**src/rtl/mul_share_ctrl_if.sv**
```systemverilog
// Request/response bundle between the ALU issue logic and the shared
// multiplier sequencer. The issue side is the master, the sequencer the slave.
interface mul_share_ctrl_if #(
    parameter int NUM_REQ = 4,
    parameter int ID_W    = 2
);
    logic [NUM_REQ-1:0]    req_valid;
    logic [NUM_REQ-1:0]    req_ready;
    logic [NUM_REQ*32-1:0] req_a;
    logic [NUM_REQ*32-1:0] req_b;
    logic [NUM_REQ-1:0]    req_signed;
    logic                  rsp_valid;
    logic                  rsp_ready;
    logic [ID_W-1:0]       rsp_id;
    logic [63:0]           rsp_result;

    modport master (
        output req_valid, req_a, req_b, req_signed, rsp_ready,
        input  req_ready, rsp_valid, rsp_id, rsp_result
    );

    modport slave (
        input  req_valid, req_a, req_b, req_signed, rsp_ready,
        output req_ready, rsp_valid, rsp_id, rsp_result
    );
endinterface

```
**src/rtl/mul_share_ctrl.sv**
```systemverilog
// Round-robin sequencer sharing one combinational 32x32->64 unsigned
// multiplier between NUM_REQ requesters. Operands are latched as magnitudes,
// held for MUL_LAT cycles while the adder tree settles, and the sign is
// re-applied to the registered product.

// Combinational unsigned multiplier core (stands in for the adder-tree array).
module mul_share_mul32 (
    input  logic [31:0] a,
    input  logic [31:0] b,
    output logic [63:0] p
);
    assign p = {32'd0, a} * {32'd0, b};
endmodule

module mul_share_ctrl #(
    parameter int NUM_REQ = 4,
    parameter int ID_W    = 2,
    parameter int MUL_LAT = 2
) (
    input  logic                clk,
    input  logic                rst_n,
    mul_share_ctrl_if.slave     bus,
    output logic                busy
);
    localparam int PTR_W = (NUM_REQ > 1) ? $clog2(NUM_REQ) : 1;

    typedef enum logic [1:0] {
        IDLE,
        CALC,
        DONE
    } state_t;

    state_t           state;
    logic [PTR_W-1:0] ptr;
    logic [PTR_W-1:0] cur_id;
    logic [3:0]       cnt;
    logic [31:0]      mag_a;
    logic [31:0]      mag_b;
    logic             neg;

    logic             grant_vld;
    logic [PTR_W-1:0] grant_idx;
    logic [31:0]      sel_a;
    logic [31:0]      sel_b;
    logic             sel_s;
    logic [31:0]      abs_a;
    logic [31:0]      abs_b;
    logic [63:0]      product;

    // Index base+off reduced modulo NUM_REQ (off is always < NUM_REQ+1).
    function automatic logic [PTR_W-1:0] wrap_add(input logic [PTR_W-1:0] base,
                                                  input int unsigned off);
        int unsigned s;
        s = 32'(base) + off;
        if (s >= NUM_REQ) s = s - NUM_REQ;
        return PTR_W'(s);
    endfunction

    // Round-robin search for the first valid requester at or after ptr.
    always_comb begin
        // NOTE: every output of this block gets a default first, so no path
        // leaves a value unassigned and no latch is inferred.
        grant_vld = 1'b0;
        grant_idx = '0;
        for (int k = 0; k < NUM_REQ; k++) begin
            if (!grant_vld && bus.req_valid[wrap_add(ptr, k)]) begin
                grant_vld = 1'b1;
                grant_idx = wrap_add(ptr, k);
            end
        end
    end

    // Select the winner's operands and mode.
    always_comb begin
        sel_a = '0;
        sel_b = '0;
        sel_s = 1'b0;
        for (int k = 0; k < NUM_REQ; k++) begin
            if (grant_idx == PTR_W'(k)) begin
                sel_a = bus.req_a[32*k +: 32];
                sel_b = bus.req_b[32*k +: 32];
                sel_s = bus.req_signed[k];
            end
        end
    end

    // Magnitudes for signed operands; -2^31 maps cleanly to 0x80000000.
    assign abs_a = (sel_s && sel_a[31]) ? (~sel_a + 32'd1) : sel_a;
    assign abs_b = (sel_s && sel_b[31]) ? (~sel_b + 32'd1) : sel_b;

    // Grant is offered only in IDLE and never while reset is asserted.
    always_comb begin
        bus.req_ready = '0;
        if (rst_n && state == IDLE && grant_vld) bus.req_ready[grant_idx] = 1'b1;
    end

    mul_share_mul32 u_mul (
        .a (mag_a),
        .b (mag_b),
        .p (product)
    );

    // Sequencer FSM with registered response and status outputs.
    always_ff @(posedge clk or negedge rst_n) begin
        // NOTE: operand and result registers are reset along with the control
        // state, so an aborted product can never be presented after reset.
        if (!rst_n) begin
            state          <= IDLE;
            busy           <= 1'b0;
            ptr            <= '0;
            cur_id         <= '0;
            cnt            <= '0;
            mag_a          <= '0;
            mag_b          <= '0;
            neg            <= 1'b0;
            bus.rsp_valid  <= 1'b0;
            bus.rsp_id     <= '0;
            bus.rsp_result <= '0;
        end else begin
            // NOTE: non-blocking assignments so every register samples the
            // pre-edge values regardless of statement order.
            case (state)
                IDLE: begin
                    if (grant_vld) begin
                        mag_a  <= abs_a;
                        mag_b  <= abs_b;
                        neg    <= sel_s & (sel_a[31] ^ sel_b[31]);
                        cur_id <= grant_idx;
                        ptr    <= wrap_add(grant_idx, 1);
                        cnt    <= 4'(MUL_LAT - 1);
                        busy   <= 1'b1;
                        state  <= CALC;
                    end
                end
                CALC: begin
                    if (cnt == 4'd0) begin
                        bus.rsp_result <= neg ? (~product + 64'd1) : product;
                        bus.rsp_id     <= ID_W'(cur_id);
                        bus.rsp_valid  <= 1'b1;
                        state          <= DONE;
                    end else begin
                        cnt <= cnt - 4'd1;
                    end
                end
                DONE: begin
                    if (bus.rsp_ready) begin
                        bus.rsp_valid <= 1'b0;
                        busy          <= 1'b0;
                        state         <= IDLE;
                    end
                end
                default: begin
                    busy  <= 1'b0;
                    state <= IDLE;
                end
            endcase
        end
    end

    // At most one requester is granted in any cycle.
    a_ready_onehot: assert property (@(posedge clk) disable iff (!rst_n)
        $onehot0(bus.req_ready));

    // A stalled response keeps its id and data.
    a_rsp_stable: assert property (@(posedge clk) disable iff (!rst_n)
        (bus.rsp_valid && !bus.rsp_ready) |=> ($stable(bus.rsp_result) && $stable(bus.rsp_id)));
endmodule

```
**src/flat_wrapper.sv**
```systemverilog
// flat-port wrapper written by rule: the top's interface ports become plain ports
module mul_share_ctrl_flat 
#(
    parameter int NUM_REQ = 4,
    parameter int ID_W    = 2,
    parameter int MUL_LAT = 2
)
  (clk, rst_n, busy, bus_req_valid, bus_req_a, bus_req_b, bus_req_signed, bus_rsp_ready, bus_req_ready, bus_rsp_valid, bus_rsp_id, bus_rsp_result);
  mul_share_ctrl_if #(.NUM_REQ(NUM_REQ), .ID_W(ID_W)) bus_i ();
  input  logic clk;
  input  logic rst_n;
  output logic busy;
  input wire logic [$bits(bus_i.req_valid)-1:0] bus_req_valid;
  input wire logic [$bits(bus_i.req_a)-1:0] bus_req_a;
  input wire logic [$bits(bus_i.req_b)-1:0] bus_req_b;
  input wire logic [$bits(bus_i.req_signed)-1:0] bus_req_signed;
  input wire logic [$bits(bus_i.rsp_ready)-1:0] bus_rsp_ready;
  output wire logic [$bits(bus_i.req_ready)-1:0] bus_req_ready;
  output wire logic [$bits(bus_i.rsp_valid)-1:0] bus_rsp_valid;
  output wire logic [$bits(bus_i.rsp_id)-1:0] bus_rsp_id;
  output wire logic [$bits(bus_i.rsp_result)-1:0] bus_rsp_result;
  assign bus_i.req_valid = bus_req_valid;
  assign bus_i.req_a = bus_req_a;
  assign bus_i.req_b = bus_req_b;
  assign bus_i.req_signed = bus_req_signed;
  assign bus_i.rsp_ready = bus_rsp_ready;
  assign bus_req_ready = bus_i.req_ready;
  assign bus_rsp_valid = bus_i.rsp_valid;
  assign bus_rsp_id = bus_i.rsp_id;
  assign bus_rsp_result = bus_i.rsp_result;
  mul_share_ctrl #(.NUM_REQ(NUM_REQ), .ID_W(ID_W), .MUL_LAT(MUL_LAT)) u_core (.clk(clk), .rst_n(rst_n), .bus(bus_i), .busy(busy));
endmodule
```
**config.mk**
```make
export PLATFORM = sky130hd
export DESIGN_NAME = mul_share_ctrl_flat
export DESIGN_NICKNAME = d
export VERILOG_FILES = /design/src/rtl/mul_share_ctrl_if.sv /design/src/rtl/mul_share_ctrl.sv /design/src/flat_wrapper.sv
export SDC_FILE = /design/constraint.sdc
export NUM_CORES = 2
export LEC_CHECK = 0
export ABC_CLOCK_PERIOD_IN_PS = 7890
export CORE_UTILIZATION = 35
export DETAILED_ROUTE_END_ITERATION = 12
export GPL_TIMING_DRIVEN = 0
export PLACE_DENSITY = 0.55
export SYNTH_ARGS = -nofsm -noshare
export SYNTH_HDL_FRONTEND = slang
export SYNTH_SLANG_ARGS = --single-unit
```
**constraint.sdc**
```tcl
create_clock -name clk -period 7.89 [get_ports clk]
set_clock_uncertainty 0.2 [all_clocks]
set_input_delay 0.789 -clock clk [delete_from_list [all_inputs] [get_ports clk]]
set_output_delay 0.789 -clock clk [all_outputs]
set_load 0.02 [all_outputs]
```
==> qor.yml <==
run_status:
  status: "finished with violations"
  violations: "negative hold slack, negative setup slack"
global_routing:
  antenna_found_initial: 32
  first_global_vias: 40599
  grt_max_degree: 78
  grt_first_pass_wirelength_um: 283000
  grt_usage: 0.311
  grt_overflow_total: 0
route:
  drtIter0Drc: 3358
  drc: 0
  via_count: 40044
  wl_met2_um: 90800
  top_layer: "met5"
  dr_wl_met3_um: 17000
  dr.pass1.iters: 6
  ant_nets: 0
  m1WireLength_um: 78700
  finalWirelength_um: 199000
  avgRoutedWirePerCell_um: 27.0
  vias_per_cell: 5.42
setup_path:
  end_kind: "flip-flop"
  crit_arrival_ns: 9.32
  r2r_slack_ns: -1.23
  worst-path-max-fanout: 6
  critPathKind: "reg2reg"
  cp-start-kind: "flip-flop"
  crit_required_ns: 8.09
  rr_worst_depth: 26
clocking:
  htree_levels: 4
  cts.path.max_buffers: 2
  clk_pin_slew_ns: 0.08
  clockRootBuffer: "clkbuf_16"
  cts.sinks: 143
  tritoncts: "done"
  cts_hold_buf: 0
  insertion_delay_ns: 0.55
  cts_buffers: 17
synthesis:
  synth_flop_cell: "dfrtp_1"
  async_flop_share: 1.00
  synthCells: 5183
  synth_cell_types: 85
  seq_area_frac_synth: 0.0807
  ys.warnings.count: 0
  netlist_area_mm2: 0.0443
  ys_ff_latch: 143
  syn_area_per_cell_um2: 8.55
  syn_nets: 6617
  synth_edf_count: 0
floorplanning:
  die-area_mm2: 0.128
  core-area_mm2: 0.126
  initial_core_util: 0.353
  die_w_um: 358
  io_pins: 339
  die_h_um: 358
  num_rows: 130
sta:
  relSlewSlack: 0.0194
  drv_slew: 0
  hold_violations: 5
  hold_ws_ns: -0.0248
  fmaxAchievable_mhz: 110
  period_minus_slack_ns: 9.12
  final-setup-viol-count: 38
  worst_slew_pin_slew_ns: 1.47
  fin_ws_ns: -1.23
  fin_crit_sh: 1.16
  grt_setup_unrepaired: "true"
final_layout:
  fin_cells: 7388
  syn2layout_area_growth_pct: 26.0
  final_core_util: 0.445
  fin_nets: 7149
  layout-drive-gt1-share: 0.155
worst_hold_path:
  hp-class: "in2async"
place:
  dpl.cell_count: 7173
  numPortBuffers: 338
  hpwlAfterDp_um: 163000
  gp_congestion: 1.01
flow_run:
  drv_cap: 0
[registers in the layout, summed over array words and instances (netlist names)]
signal / flops
u_core.cnt: 4
u_core.mag_a: 32
u_core.state: 2
u_core.mag_b: 32
u_core.cur_id: 2
u_core.busy: 1
u_core.bus.rsp_valid: 1
u_core.neg: 1
u_core.bus.rsp_result: 64
u_core.ptr: 2
u_core.bus.rsp_id: 2
[stage by stage]
step / hold slack, ns / setup TNS, ns / setup WS, ns / cell area (um2)
2_1_floorplan: 0.243 / -7.99 / -0.348 / 44500
3_5_place_dp: 0.263 / -117.94 / -3.45 / 50000
3_3_place_gp: 0.259 / -295.62 / -3.51 / 50000
6_report: -0.0248 / -33.52 / -1.23 / 55800
5_1_grt: 0.0357 / -41.71 / -1.36 / 55800
4_1_cts: 0.0156 / -31.03 / -1.17 / 54000
[area by class of cell]
| cell class | instances | area [um2] |
|---|---|---|
| Antenna cell | 10 | 25.0 |
| Buffer | 298 | 2500 |
| Clock buffer | 18 | 439 |
| Clock inverter | 14 | 163 |
| Fill cell | 12465 | 69700 |
| Inverter | 870 | 3270 |
| Multi-Input combinational cell | 3849 | 38600 |
| Sequential cell | 143 | 3650 |
| Tap cell | 1650 | 2060 |
| Timing Repair Buffer | 536 | 5130 |
[critical path, stage by stage (launching register included)]
cell and delay (ns):
dfrtp_2 0.51, clkbuf_16 0.21, buf_4 0.14, and2_4 0.15, fa_1 0.53, fa_1 0.44
fa_1 0.49, inv_1 0.05, fa_1 0.50, inv_2 0.04, fa_1 0.48, fa_1 0.59
fa_2 0.48, fa_2 0.73, ha_4 0.26, nand4_1 0.13, buf_4 0.14, a2bb2oi_4 0.18
nand2_2 0.09, o21ba_2 0.22, or3_4 0.33, a221o_2 0.45, nor4_4 0.38, nand4b_1 0.35
o41ai_4 0.53, xnor2_4 0.23, o21ai_1 0.12
[synthesized netlist by cell type, types with 9 or more instances]
master,n,share of area
nor2b_1,38,0.0054
nand3b_1,40,0.0068
o21a_1,16,0.0027
a311oi_1,10,0.0020
mux2_2,9,0.0023
buf_1,17,0.0014
or2_2,13,0.0018
o31ai_1,31,0.0053
nand2b_1,13,0.0018
and3_1,14,0.0020
o21ai_0,234,0.026
o211ai_1,10,0.0017
xnor2_1,80,0.016
nand2_1,767,0.065
nor2_1,159,0.013
a211oi_1,14,0.0024
inv_1,870,0.074
fa_1,896,0.40
o21ai_1,12,0.0014
nand3_1,21,0.0024
and2_1,600,0.085
a31oi_1,34,0.0048
a21oi_1,212,0.024
or3_1,16,0.0023
xor2_1,88,0.017
nand4_1,37,0.0052
clkbuf_1,302,0.026
nor4_1,16,0.0023
a21o_1,21,0.0036
mux2i_1,25,0.0056
ha_1,271,0.077
dfrtp_1,143,0.081
nor3_1,35,0.0040
[what timing repair did]
action,in CTS,in global routing
resized for setup,775,348
setup endpoints to repair,51,50
setup buffers,117,77
gates cloned,1,1
pin swaps,110,182
[cells by family (layout without fill, tap and decap cells)]
family	after synthesis	in the layout	synth area share
AO/OA/AOI/OAI	671	671	0.0906
XOR/XNOR	170	170	0.0339
adder cells (fa/ha/maj)	1167	1167	0.481
buffers and inverters	1191	1736	0.101
flip-flops	143	143	0.0807
multiplexers	34	34	0.00793
other	0	10	0
AND/OR/NAND/NOR	1807	1807	0.205
[metal layers]
| layer | track usage | up-vias |
|---|---|---|
| li1 | - | 17044 |
| met1 | 0.403 | 20596 |
| met2 | 0.491 | 1985 |
| met3 | 0.0577 | 415 |
| met4 | 0.171 | 4 |
| met5 | 0 | - |
[final timing paths]
| check | start | to |
|---|---|---|
| setup / recovery | u_core.mag_b[7] | u_core.bus.rsp_result[63] |
| hold / removal | rst_n | u_core.busy |
| setup reg to reg | u_core.mag_b[7] | u_core.bus.rsp_result[63] |
| hold reg to reg | u_core.cur_id[0] | u_core.cur_id[0] |
| max in group asynchronous | rst_n | u_core.mag_a[7] |
| min in group clk | u_core.cur_id[0] | u_core.cur_id[0] |
[placed cells by master, fill, tap and decap left out, types with 21 or more instances in the layout]
master,n
nor2_1,150
inv_1,852
clkbuf_4,52
nand2_1,752
clkbuf_1,91
nor3_1,24
nor2b_1,36
clkbuf_8,59
nand4_1,37
a21oi_1,172
dfrtp_1,89
clkdlybuf4s50_1,337
and2_1,575
nand3b_1,40
ha_1,239
a21o_1,21
xor2_1,83
o21ai_1,51
o21ai_0,158
mux2i_1,24
a21oi_2,29
clkbuf_16,30
xnor2_1,69
a31oi_1,29
fa_2,75
fa_1,821
o21ai_2,24
dfrtp_2,51
buf_6,37
and2_4,26
ha_4,28
buf_4,177
Power is left out: the tool's default activity adds up to more than one toggle a clock period on the data nets, which glitch-free logic cannot reach.
